### src/rtl/vga_text_pkg.sv
// Shared constants, types and address helper for the 80x60 VGA text display path.
package vga_text_pkg;

    localparam int unsigned H_SYNC        = 96;
    localparam int unsigned H_ACT_START   = 144;
    localparam int unsigned H_ACT_END     = 784;
    localparam int unsigned H_TOTAL       = 800;
    localparam int unsigned V_SYNC        = 2;
    localparam int unsigned V_ACT_START   = 35;
    localparam int unsigned V_ACT_END     = 515;
    localparam int unsigned V_TOTAL       = 525;

    // Fetch slots run one cell (8 pixels) ahead of the displayed cell.
    localparam int unsigned H_FETCH_START = H_ACT_START - 8;
    localparam int unsigned H_FETCH_END   = H_ACT_END - 8;

    localparam int unsigned COLS          = 80;
    localparam int unsigned ROWS          = 60;
    localparam int unsigned CELLS         = 4800;

    localparam int unsigned TADDR_W       = 13;
    localparam int unsigned FADDR_W       = 10;
    localparam int unsigned HCNT_W        = 10;
    localparam int unsigned VCNT_W        = 10;
    localparam int unsigned CODE_W        = 8;
    localparam int unsigned RGB_W         = 3;
    localparam int unsigned ROW_W         = 6;
    localparam int unsigned COL_W         = 7;

    localparam logic [RGB_W-1:0] FG_RGB   = 3'b111;
    localparam logic [RGB_W-1:0] BG_RGB   = 3'b000;

    typedef enum logic {
        ARB_IDLE = 1'b0,
        ARB_ACK  = 1'b1
    } arb_state_t;

    // row*80 + col built from shifts: row*64 + row*16 + col.
    function automatic logic [TADDR_W-1:0] cell_addr(input logic [ROW_W-1:0] row,
                                                     input logic [COL_W-1:0] col);
        return (TADDR_W'(row) << 6) + (TADDR_W'(row) << 4) + TADDR_W'(col);
    endfunction

endpackage

### src/rtl/vga_timing_gen.sv
// 640x480 timing from a 4-phase pixel enable: counters, registered syncs,
// active-area and fetch-slot/shift-load qualifiers.
module vga_timing_gen
    import vga_text_pkg::*;
(
    input  logic              clk,
    input  logic              rst,
    output logic              pix_ce,
    output logic [HCNT_W-1:0] hcount,
    output logic [VCNT_W-1:0] vcount,
    output logic              hsync,
    output logic              vsync,
    output logic              active_c,
    output logic              fetch_slot_c,
    output logic              load_c
);

    logic [1:0] ph;
    logic       h_act;
    logic       v_act;

    // Syncs are registered from the pre-increment counters, alongside the pixel.
    always_ff @(posedge clk or posedge rst) begin
        if (rst) begin
            ph     <= '0;
            hcount <= '0;
            vcount <= '0;
            hsync  <= 1'b0;
            vsync  <= 1'b0;
        end else begin
            ph <= ph + 2'd1;
            if (pix_ce) begin
                hsync <= (hcount < HCNT_W'(H_SYNC));
                vsync <= (vcount < VCNT_W'(V_SYNC));
                if (hcount == HCNT_W'(H_TOTAL - 1)) begin
                    hcount <= '0;
                    vcount <= (vcount == VCNT_W'(V_TOTAL - 1)) ? '0 : vcount + VCNT_W'(1);
                end else begin
                    hcount <= hcount + HCNT_W'(1);
                end
            end
        end
    end

    always_comb begin
        pix_ce       = (ph == 2'd3);
        h_act        = (hcount >= HCNT_W'(H_ACT_START)) && (hcount < HCNT_W'(H_ACT_END));
        v_act        = (vcount >= VCNT_W'(V_ACT_START)) && (vcount < VCNT_W'(V_ACT_END));
        active_c     = h_act && v_act;
        fetch_slot_c = v_act && (ph == 2'd0) && (hcount[2:0] == 3'd0)
                       && (hcount >= HCNT_W'(H_FETCH_START))
                       && (hcount <= HCNT_W'(H_FETCH_END));
        // Load at the last pixel of each cell so the next cell starts on a boundary.
        load_c       = pix_ce && v_act && (hcount[2:0] == 3'd7)
                       && (hcount >= HCNT_W'(H_ACT_START - 1))
                       && (hcount < HCNT_W'(H_ACT_END - 8));
    end

endmodule

### src/rtl/vga_text_scheduler.sv
// Text-mode VGA scheduler: per-cell text/font fetch, pixel shifter, and a
// write arbiter sharing the text-RAM port with display-fetch priority.
module vga_text_scheduler
    import vga_text_pkg::*;
(
    input  logic               clk,
    input  logic               rst,
    input  logic               wr_req,
    input  logic [TADDR_W-1:0] wr_addr,
    input  logic [CODE_W-1:0]  wr_data,
    output logic               wr_ack,
    output logic [TADDR_W-1:0] tram_addr,
    output logic               tram_rd,
    output logic               tram_we,
    output logic [CODE_W-1:0]  tram_wdata,
    input  logic [CODE_W-1:0]  tram_rdata,
    output logic [FADDR_W-1:0] font_addr,
    input  logic [CODE_W-1:0]  font_rdata,
    output logic               hsync,
    output logic               vsync,
    output logic [RGB_W-1:0]   disp_RGB
);

    logic              pix_ce;
    logic [HCNT_W-1:0] hcount;
    logic [VCNT_W-1:0] vcount;
    logic              active_c;
    logic              fetch_slot_c;
    logic              load_c;

    logic [VCNT_W-1:0]  gy;
    logic [HCNT_W-1:0]  hoff;
    logic [ROW_W-1:0]   fetch_row;
    logic [COL_W-1:0]   fetch_col;
    logic [2:0]         glyph_row;
    logic [TADDR_W-1:0] fetch_addr;

    logic              fetch_s1;
    logic              fetch_s2;
    logic [CODE_W-1:0] code;
    logic [CODE_W-1:0] next_row;
    logic              next_inv;
    logic [CODE_W-1:0] shreg;
    logic              cur_inv;

    arb_state_t state_q;
    arb_state_t state_d;
    logic       take_c;

    vga_timing_gen u_tg (
        .clk          (clk),
        .rst          (rst),
        .pix_ce       (pix_ce),
        .hcount       (hcount),
        .vcount       (vcount),
        .hsync        (hsync),
        .vsync        (vsync),
        .active_c     (active_c),
        .fetch_slot_c (fetch_slot_c),
        .load_c       (load_c)
    );

    // Cell/glyph coordinates; font address follows RAM data directly in phase 1.
    always_comb begin
        gy         = vcount - VCNT_W'(V_ACT_START);
        hoff       = hcount - HCNT_W'(H_FETCH_START);
        fetch_row  = ROW_W'(gy >> 3);
        glyph_row  = 3'(gy);
        fetch_col  = COL_W'(hoff >> 3);
        fetch_addr = cell_addr(fetch_row, fetch_col);
        font_addr  = {(fetch_s1 ? tram_rdata[6:0] : code[6:0]), glyph_row};
    end

    always_ff @(posedge clk or posedge rst) begin
        if (rst) begin
            fetch_s1 <= 1'b0;
            fetch_s2 <= 1'b0;
            code     <= '0;
            next_row <= '0;
            next_inv <= 1'b0;
            shreg    <= '0;
            cur_inv  <= 1'b0;
            disp_RGB <= '0;
        end else begin
            fetch_s1 <= fetch_slot_c;
            fetch_s2 <= fetch_s1;
            if (fetch_s1) begin
                code <= tram_rdata;
            end
            if (fetch_s2) begin
                next_row <= font_rdata;
                next_inv <= code[7];
            end
            // Inverse flag is captured with the row so it cannot change mid-cell.
            if (pix_ce) begin
                disp_RGB <= active_c ? ((shreg[7] ^ cur_inv) ? FG_RGB : BG_RGB) : '0;
                if (load_c) begin
                    shreg   <= next_row;
                    cur_inv <= next_inv;
                end else begin
                    shreg <= {shreg[6:0], 1'b0};
                end
            end
        end
    end

    always_ff @(posedge clk or posedge rst) begin
        if (rst) begin
            state_q <= ARB_IDLE;
            wr_ack  <= 1'b0;
        end else begin
            state_q <= state_d;
            wr_ack  <= take_c;
        end
    end

    // Arbiter and port mux: a fetch slot always owns the port for its clk.
    always_comb begin
        state_d    = state_q;
        take_c     = 1'b0;
        tram_rd    = 1'b0;
        tram_we    = 1'b0;
        tram_addr  = fetch_addr;
        tram_wdata = wr_data;
        case (state_q)
            ARB_IDLE: begin
                if (wr_req && !fetch_slot_c && !rst) begin
                    take_c  = 1'b1;
                    state_d = ARB_ACK;
                end
            end
            ARB_ACK:  state_d = ARB_IDLE;
            default:  state_d = ARB_IDLE;
        endcase
        if (fetch_slot_c) begin
            tram_rd = 1'b1;
        end else if (take_c) begin
            tram_addr = wr_addr;
            tram_we   = (wr_addr < TADDR_W'(CELLS));
        end
    end

endmodule

### config.mk
export PLATFORM = sky130hd
export DESIGN_NAME = vga_text_scheduler
export DESIGN_NICKNAME = d
export VERILOG_FILES = /design/src/rtl/vga_text_pkg.sv /design/src/rtl/vga_timing_gen.sv /design/src/rtl/vga_text_scheduler.sv
export SDC_FILE = /design/constraint.sdc
export NUM_CORES = 1
export LEC_CHECK = 0
export BUFFER_PORTS_ARGS = -buffer_cell sky130_fd_sc_hd__buf_2
export CAP_MARGIN = 20
export CORE_MARGIN = 2
export CORE_UTILIZATION = 59
export CTS_CLUSTER_DIAMETER = 50
export DETAILED_ROUTE_END_ITERATION = 8
export GPL_ROUTABILITY_DRIVEN = 0
export GPL_TIMING_DRIVEN = 0
export PLACE_DENSITY_LB_ADDON = 0.25
export SLEW_MARGIN = 20
export SYNTH_ARGS = -nofsm -noshare
export SYNTH_HDL_FRONTEND = slang
export SYNTH_SLANG_ARGS = --single-unit
### constraint.sdc
create_clock -name clk -period 6.5 [get_ports clk]
set_input_delay 0.975 -clock clk [delete_from_list [all_inputs] [get_ports clk]]
set_output_delay 0.975 -clock clk [all_outputs]
set_load 0.02 [all_outputs]
# Word-level counts from Yosys, hierarchy flattened
# Cells that the tools add are included.
# word_totals
regBits,57
latch_bits,0
ramBits,0
rom_bits,0
inputBits,40
out_inout_bits,39
elab_cells,72
memories,0
# classes
add_sub_neg,7
n_mul,0
n_div,0
order_cmp,11
eq_ne,4
shift,0
muxes,14
bitwise,2
reduce_logical,19
# ops
operator,n
$ge 10x8->1 const B,3
$lt 10x10->1 const B,3
$mux 13,2
$add 10x1->10 const B,2
$eq 10x10->1 const B,2
$mux 10,2
$add 12x10->13,1
$add 13x7->13,1
$logic_and 1x1->1,13
$lt 13x13->1 const B,1
$ge 10x6->1 const B,1
$le 10x10->1 const B,1
$lt 10x2->1 const B,1
$lt 10x7->1 const B,1
$sub 10x8->10 const B,1
$sub 9x6->9 const B,1
$mux 8,1
$mux 7,1
$mux 3,2
$mux 1,5
$reduce_and 2->1,2
$eq 3x3->1 const B,1
$logic_not 3->1,1
$add 2x1->2 const B,1
other kinds (6),7

# Depth between registers and ports, before layout
# Gate-level depths: netlist of run 1.
# logic_depth
ltp_word,13
depth_mapped,14
depth_no_buf,13

# By module
# A second synthesis of run 1 with hierarchy kept.
# hier_totals
hier_cells,341
hier_area_um2,3389.5
# by_module_without_submodules
mod,n_inst,cells_per_inst,area_each_um2,seq_area_each_um2
vga_text_scheduler,1,202,2000.7,750.7
vga_timing_gen,1,139,1388.8,600.6

# Worst setup path before layout of run 1
# OpenSTA, ideal clock, no wires.
# synth_path
path_kind,register to output
startpoint,reg u_tg.vcount[3]
endpoint,out tram_addr[11]
t_arrival_ns,3.223
required_time_ns,5.525
setup_slack_ns,2.302
path_stages_with_launch,13
n_path_buf,1
cell_sequence,dfrtp_1 -> buf_4 -> nor3_1 -> a21boi_0 -> xnor2_1 -> inv_1 -> fa_1 -> fa_1 -> nor2b_1 -> o31a_1 -> o21ai_0 -> a21o_1 -> a31oi_1
# synth_between
elab_chain_len,13
elab_cells_between_ends,17
classes_between,add/sub: 3; order compare: 2; mux: 4; reduce/logical: 8
# synth_rtl
element,line,rtl
start: declaration,vga_timing_gen.sv:10,"output logic [VCNT_W-1:0] vcount,"
start signal: assignment,vga_timing_gen.sv:37,vcount <= (vcount == VCNT_W'(V_TOTAL - 1)) ? '0 : vcount + VCNT_W'(1);
branches (longest 12 deep; another with $add 12x10->13),n/a,
$mux 13 (*),vga_text_scheduler.sv:135,if (fetch_slot_c) begin
end: declaration,vga_text_scheduler.sv:12,"output logic [TADDR_W-1:0] tram_addr,"
# Mark *: on every way between the ends.

# Final worst setup path of run 1
# layout_path
startpoint,reg u_tg.vcount[4]
endpoint,out tram_addr[10]
# Same word-level chain as after synthesis.

==> metrics.md, run 1 <==
| Metric | Value |
|---|---|
| Status | completed |
| Part of the cycle the worst path needs | between 70% and 80% |
| Worst-Margin Slew | between 0.9 and 1 ns |
| Yosys top cell area share | about two fifths |
| Top-count cell post-synth | dfrtp_1 |
| Main synth FF type | dfrtp_1 |
| Number of max-cap violations | 0 |
| Clock-pin slew on the worst setup and hold paths | 0.10 ns |
| Iter 0 DRT Violations | 133 |
| GRT Overall Usage | 23.86% |
| Hold WC Path Type | register to register |
| Asr flop ratio synth | between 90% and 100% |
| Post-CTS setup buffer count | 0 |
| Global route total overflow | 0 |
| CP Capture Point | tram_addr[10] |
| Arrival @ worst endpoint | 3.87 ns |
| Power, Total | 620.0 uW |
| Yosys cell types | 58 |
| Post-CTS Resized | 0 |
| Largest fanout on the critical path | 9 |
| Power per cell area | 153.7 mW/mm^2 |
| Crit path from | u_tg.vcount[4]$_DFFE_PP0P_ |
| Max H-tree Level | 2 |
| Port buffer count | 70 |
| Seq/Total Area, Yosys | 39.17% |
| Synth Cell Area | 0.003450 sq mm |
| Routed Antenna Nets | 0 |
| Total negative slack | 0 ns |
| Crit-path slowest cell | fa_1 |
| Mapped Cells | between 300 and 400 |
| RSZ-0062 raised after global routing | no |
| Ys Warns | 0 |
| Number of synthesized flops with an enable pin | 0 |
| Clock latency on the worst-skew pair | 0.32 ns |
| Slew Limit Fails | 0 |
| Die Y | 80.47 um |
| Crit path kind | register to output port |
| Row count | 27 |
| Avg Inst Size Synth | 10.33 sq um |
| I/O pins | 79 |
| Cells on worst reg2reg path | 8 |
| # DRC | 0 |
| Cts bufs inserted | 5 |
| Via count | 2724 |
| Synth top cells by count | dfrtp_1, ha_1, inv_1 |
| Sink Count | between 50 and 60 |
| #FFs+latches synth | 54 |
| Share of cells above drive strength 1 | 33.41% |
| First-pass DRT Iterations | 4 |
| Largest net degree at the start of global routing | 31 |
| Leak Pwr | 2.092 nW |
| P&R area growth vs syn | 16.94% |
| Post-layout net count | 475 |
| Synth top area cells | dfrtp_1, ha_1, mux2_2, mux2_4, xnor2_1 |
| Die width | 80.47 um |
| WL/cell | 14.55 um |
| # setup viols final | 0 |
| TritonCTS clock tree | built |
| Core Area | 0.005574 sq mm |
| Pre-CTS WS | 2.063 ns |
| CP startpoint kind | register |
| Final Worst Setup Slack | between 1.5 and 2 ns |
| Hold buffer count at CTS | 0 |
| Final wirelength | 7056 um |
| CP endpoint kind | output port |
| CP cell instances | buf_2 > nor3_1 > a21boi_0 > xnor2_1 > inv_1 > fa_1 > inv_1 > ha_1 > a21oi_1 > o21ai_0 > o31a_1 > a21oi_1 > mux2_4 > buf_2 |
| R2r setup slk | 4.19 ns |
| Clock Tree Root | clkbuf_8 |
| FF-to-FF End | state_q$_DFF_PP0_ |
| Worst VDD drop | around 0.00018 V |
| Initial Utilization | 61.89% |
| Final min period | a little under 5 ns |
| Post-synth top area cell | dfrtp_1 |
| Routed vias/inst | about 5.6 |
| Syn nets | 397 |
| RR Startpoint | u_tg.hcount[4]$_DFFE_PP0P_ |
| Fin. Hold Viols | 0 |
| Worst Skew | 0.005926 ns |
| Vias in the first global route | 2768 |
| Initial antenna violation count | 0 |
| Slew HR | around a third |
| Die area | 0.006475 sq mm |
| Worst EP required | between 5 and 6 ns |
| Diodes inserted | 0 |
| Hpwl dp | 5427 um |
| Highest clock rate | 206.2 MHz |
| Critical Path Max Stage Delay | 0.61 ns |
| CTS Buffer Depth | 2 |
| First-pass GRT wire length | 12140 um |
## worst min-delay path by stage
stage / cells after the start / from / to / slack, ns
6_report: 0 / fetch_s1$_DFF_PP0_ / fetch_s2$_DFF_PP0_ / 0.38
5_1_grt: 0 / fetch_s1$_DFF_PP0_ / fetch_s2$_DFF_PP0_ / 0.40
4_1_cts: 0 / fetch_s1$_DFF_PP0_ / fetch_s2$_DFF_PP0_ / 0.38
3_5_place_dp: 0 / fetch_s1$_DFF_PP0_ / fetch_s2$_DFF_PP0_ / 0.36
3_3_place_gp: 0 / fetch_s1$_DFF_PP0_ / fetch_s2$_DFF_PP0_ / 0.35
2_1_floorplan: 0 / fetch_s1$_DFF_PP0_ / fetch_s2$_DFF_PP0_ / 0.35
## cell type report
type / count / area, sq um
tap: 72 / 90.09
clock buffer: 5 / 68.82
fill: 432 / 1540
clock inverter: 3 / 47.55
inverter: 22 / 82.58
sequential: 54 / 1351
buffer: 27 / 178.9
multi-input combinational: 231 / 1837
timing repair buffer: 71 / 377.9
## registers in the layout, indices dropped and copies added (netlist names)
signal	count
u_tg.vsync	1
u_tg.vcount	10
fetch_s2	1
state_q	1
next_inv	1
fetch_s1	1
u_tg.hsync	1
code	8
disp_RGB	1
shreg	8
u_tg.ph	2
cur_inv	1
next_row	8
u_tg.hcount	10
## worst max-delay path, delay by kind of cell (launching register included)
family	cells	cell delay, ns
AOI/OAI and AO/OA	5	1.10
xor gates and xnor gates	1	0.19
adders and majority gates	2	0.90
buffers and inverters	4	0.50
DFF	1	0.39
muxes	1	0.15
and+or+nand+nor	1	0.32
## logic make-up after synthesis
kind of cell	synth area share, %
AOI/OAI and AO/OA	13.71
muxes	10.26
DFF	39.17
xor gates and xnor gates	6.094
adders and majority gates	8.778
and+or+nand+nor	14.40
buffers and inverters	7.581
## stage by stage
step | hold WS [ns] | utilization, % | instance area, sq um | std cells
6_report | 0.3813 | 72.37 | 4034 | 485
5_1_grt | 0.4044 | 72.37 | 4034 | 485
4_1_cts | 0.3834 | 72.37 | 4034 | 485
3_5_place_dp | 0.3606 | 70.28 | 3918 | 477
3_3_place_gp | 0.3547 | 69.79 | 3890 | 476
2_1_floorplan | 0.3519 | - | 3450 | 334
## layout by cell type (no fill, tap or decap), types with 3 or more instances in the layout
| cell | netlist | layout |
|---|---|---|
| o21ai_0 | 16 | 16 |
| clkbuf_8 | 0 | 5 |
| buf_6 | 4 | 4 |
| mux2_4 | 8 | 8 |
| and2_1 | 3 | 3 |
| nand3_1 | 8 | 8 |
| nand2_1 | 20 | 20 |
| nor2b_1 | 4 | 4 |
| xnor2_1 | 12 | 12 |
| nand4_1 | 4 | 4 |
| buf_4 | 11 | 11 |
| dfrtp_1 | 54 | 54 |
| a211oi_1 | 3 | 3 |
| a21oi_1 | 11 | 11 |
| a221o_1 | 7 | 7 |
| xor2_1 | 12 | 12 |
| buf_2 | 4 | 74 |
| o31ai_1 | 4 | 4 |
| a21o_1 | 3 | 3 |
| ha_1 | 21 | 21 |
| mux2_2 | 18 | 18 |
| nor3_1 | 8 | 8 |
| nor2_1 | 15 | 15 |
| and3_1 | 13 | 13 |
| inv_1 | 21 | 20 |
| clkbuf_1 | 7 | 7 |
## where the power goes
group | internal, mW | total, mW | switching, mW
sequential | 0.336 | 0.336 | 0.000168
combinational | 0.0217 | 0.0466 | 0.0249
clock | 0.118 | 0.237 | 0.119
total | 0.475 | 0.620 | 0.145
## routing by layer
metal | part of all wire (%) | GRT usage [%]
met5 | 0 | 0
met2 | 52 | 41.08
met4 | 1.1 | 6.610
met3 | 3.5 | 5.843
met1 | 43 | 29.80
(Power assumes the default switching activity.)
==> run 2: changes to the inputs <==
--- a/config.mk
+++ b/config.mk
@@ -8,7 +8,7 @@
 export BUFFER_PORTS_ARGS = -buffer_cell sky130_fd_sc_hd__buf_2
 export CAP_MARGIN = 20
 export CORE_MARGIN = 2
-export CORE_UTILIZATION = 59
+export CORE_UTILIZATION = 49
 export CTS_CLUSTER_DIAMETER = 50
 export DETAILED_ROUTE_END_ITERATION = 8
 export GPL_ROUTABILITY_DRIVEN = 0
==> constraint.sdc (replaced) <==
create_clock -name clk -period 4 [get_ports clk]
set_input_delay 0.6 -clock clk [delete_from_list [all_inputs] [get_ports clk]]
set_output_delay 0.6 -clock clk [all_outputs]
set_load 0.02 [all_outputs]
==> metrics.md, run 2 (synthesis results as in run 1) <==
| Metric | Value |
|---|---|
| Worst EP required | 3.40 ns (-2.12 ns) |
| FF/Latch Area | 0.001355 sq mm (+0.28%) |
| Post-route insts no fill | 522 (+7.6%) |
| Initial antenna violation count | 0 (unchanged) |
| TritonCTS clock tree | built |
| CP endpoint kind | output port |
| R2r setup slk | 1.53 ns (-2.66 ns) |
| Kind of cell adding the most delay to the critical path | adder cells |
| GRT Overall Usage | 19.49% (-4.4 points) |
| FF-to-FF End | u_tg.vcount[3]$_DFFE_PP0P_ |
| Sink Count | 54 (unchanged) |
| Final min period | 3.953 ns |
| Routed vias/inst | 5.291 (-5.8%) |
| Fin. Hold Viols | 0 (unchanged) |
| Vias in the first global route | 2655 (-4.1%) |
| Post-layout net count | 488 (+2.7%) |
| Worst VDD drop | 0.0002969 V (+69%) |
| RSZ-0062 raised after global routing | yes |
| Iter 0 DRT Violations | 179 (+35%) |
| First-pass GRT wire length | 11920 um (-1.8%) |
| Crit-path slowest cell | fa_2 |
| Most common cell after layout, fill and taps aside | buf_2 |
| Number of max-cap violations | 0 (unchanged) |
| Critical Path Max Stage Delay | 0.51 ns (-0.10 ns) |
| Slew Limit Fails | 0 (unchanged) |
| WP depth | 13 (-1) |
| I/O pins | 79 (unchanged) |
| CP cell instances | buf_6 > nor3_4 > a21boi_4 > xnor2_2 > inv_1 > fa_2 > fa_2 > nor2b_4 > o31a_1 > o21ai_2 > a21o_1 > a31oi_1 > buf_4 |
| Area used by multi-input combinational logic | 0.002013 sq mm (+9.6%) |
| Diodes inserted | 0 (unchanged) |
| Total negative slack | 0 ns (unchanged) |
| Cells on worst reg2reg path | 6 (-2) |
| Slew HR | 24.53% (-10 points) |
| CP dominant cell by count | fa_2 |
| Routed Antenna Nets | 0 (unchanged) |
| Commonest non-fill, non-tap cells in the layout | buf_2, dfrtp_1, buf_4 |
| Part of the cycle the worst path needs | 98.83% |
| Clock-pin slew on the worst setup and hold paths | 0.12 ns (+0.02 ns) |
| Hold buffer count at CTS | 0 (unchanged) |
| Die width | 87.91 um (+9.2%) |
| P&R area growth vs syn | 26.04% |
| CP Capture Point | tram_addr[11] |
| Die area | 0.007727 sq mm (+19%) |
| # DRC | 0 (unchanged) |
| Worst-Margin Slew | 1.123 ns (+0.1547 ns) |
| Largest fanout on the critical path | 9 (unchanged) |
| Status | completed |
| Port buffer count | 70 (unchanged) |
| CTS Buffer Depth | 2 (unchanged) |
| Initial Utilization | 50.77% (-11 points) |
| Buf/Inv on CP | 3 (-1) |
| Arrival @ worst endpoint | 3.35 ns (-0.52 ns) |
| Largest net degree at the start of global routing | 55 (+77%) |
| Highest clock rate | 253.0 MHz |
| # fillers | 554 (+28%) |
| Leak Pwr | 2.194 nW (+4.9%) |
| Power per cell area | 218.5 mW/mm^2 (+42%) |
| Via count | 2762 (+1.4%) |
| CP startpoint kind | register |
| # setup viols final | 0 (unchanged) |
| RR Startpoint | u_tg.ph[0]$_DFF_PP0_ |
| Cts bufs inserted | 5 (unchanged) |
| Max H-tree Level | 2 (unchanged) |
| Core Area | 0.006794 sq mm (+22%) |
| Clock Tree Root | clkbuf_8 |
| Hold WC Path Type | input pin to async pin |
| Die Y | 87.91 um (+9.2%) |
| Share of cells above drive strength 1 | 42.49% (+9.1 points) |
| Global route total overflow | 0 (unchanged) |
| Final wirelength | 7282 um (+3.2%) |
| WL/cell | 13.95 um (-4.1%) |
| Clock latency on the worst-skew pair | 0.32 ns (about the same) |
| First-pass DRT Iterations | 4 (unchanged) |
| Biggest registers after layout | u_tg.hcount x10, u_tg.vcount x10 |
| Worst Skew | 0.01438 ns (+0.008453 ns) |
| Crit path kind | register to output port |
| Row count | 30 (+11%) |
| Placed cells | 500 (+4.8%) |
| Crit path from | u_tg.vcount[3]$_DFFE_PP0P_ |
| Hpwl dp | 5090 um (-6.2%) |
run 2: cell count changes in the layout (fill, tap and decap cells not counted), sizes merged:
cell    before  now
buf         90  104
bufinv       1    0
inv         24   23
clkinv       0    2
clkbuf      13   12
run 2: repair_timing:
action                                  CTS  global route
buffers inserted                          3            11
pin swaps                                 3            16
gates cloned                              0             0
endpoints found under the setup margin    5             5
resized for setup                        18            35
run 2: layout make-up:
| class | instances | area share, % |
|---|---|---|
| well taps | 96 | 2.763 |
| clock inverters | 3 | 0.6619 |
| inverters | 22 | 2.072 |
| repair buffers | 84 | 10.88 |
| flip-flops and latches | 54 | 31.17 |
| plain buffers | 27 | 4.576 |
| clock buffers | 5 | 1.583 |
| multi-input cells | 231 | 46.30 |
run 2: power by group:
| group | internal [mW] | leakage [nW] | switching (mW) |
|---|---|---|---|
| clock network | 0.130 | 0.0502 | 0.200 |
| logic | 0.0332 | 1.42 | 0.0400 |
| registers | 0.546 | 0.725 | 0.000207 |
run 2: layer usage:
layer / global-route usage (%) / wire length (um)
met3: 4.430 / 326
met4: 4.755 / 61
met1: 26.45 / 3211
met5: 0 / 0
met2: 31.82 / 3683
run 2: worst min-delay path by stage:
stage                             from                 end  slack [ns]
detailed placement  fetch_s1$_DFF_PP0_  fetch_s2$_DFF_PP0_        0.38
floorplan           fetch_s1$_DFF_PP0_  fetch_s2$_DFF_PP0_        0.35
global placement    fetch_s1$_DFF_PP0_  fetch_s2$_DFF_PP0_        0.36
global route        fetch_s1$_DFF_PP0_  fetch_s2$_DFF_PP0_        0.40
CTS                                rst   state_q$_DFF_PP0_        0.40
finish                             rst   state_q$_DFF_PP0_        0.36
run 2: through the flow:
stage | utilization (%) | instance area [sq um] | total power [mW] | hold slack (ns) | setup slack (ns)
floorplan | - | 3450 | 0.6013 | 0.3519 | 0.1772
global placement | 57.70 | 3920 | 0.6295 | 0.3570 | -0.001330
detailed placement | 57.73 | 3923 | 0.6308 | 0.3768 | -0.06700
CTS | 60.37 | 4101 | 0.9588 | 0.3980 | -0.004120
global route | 64.00 | 4348 | 0.9904 | 0.4008 | -0.1129
finish | 64.00 | 4348 | 0.9500 | 0.3643 | 0.04687
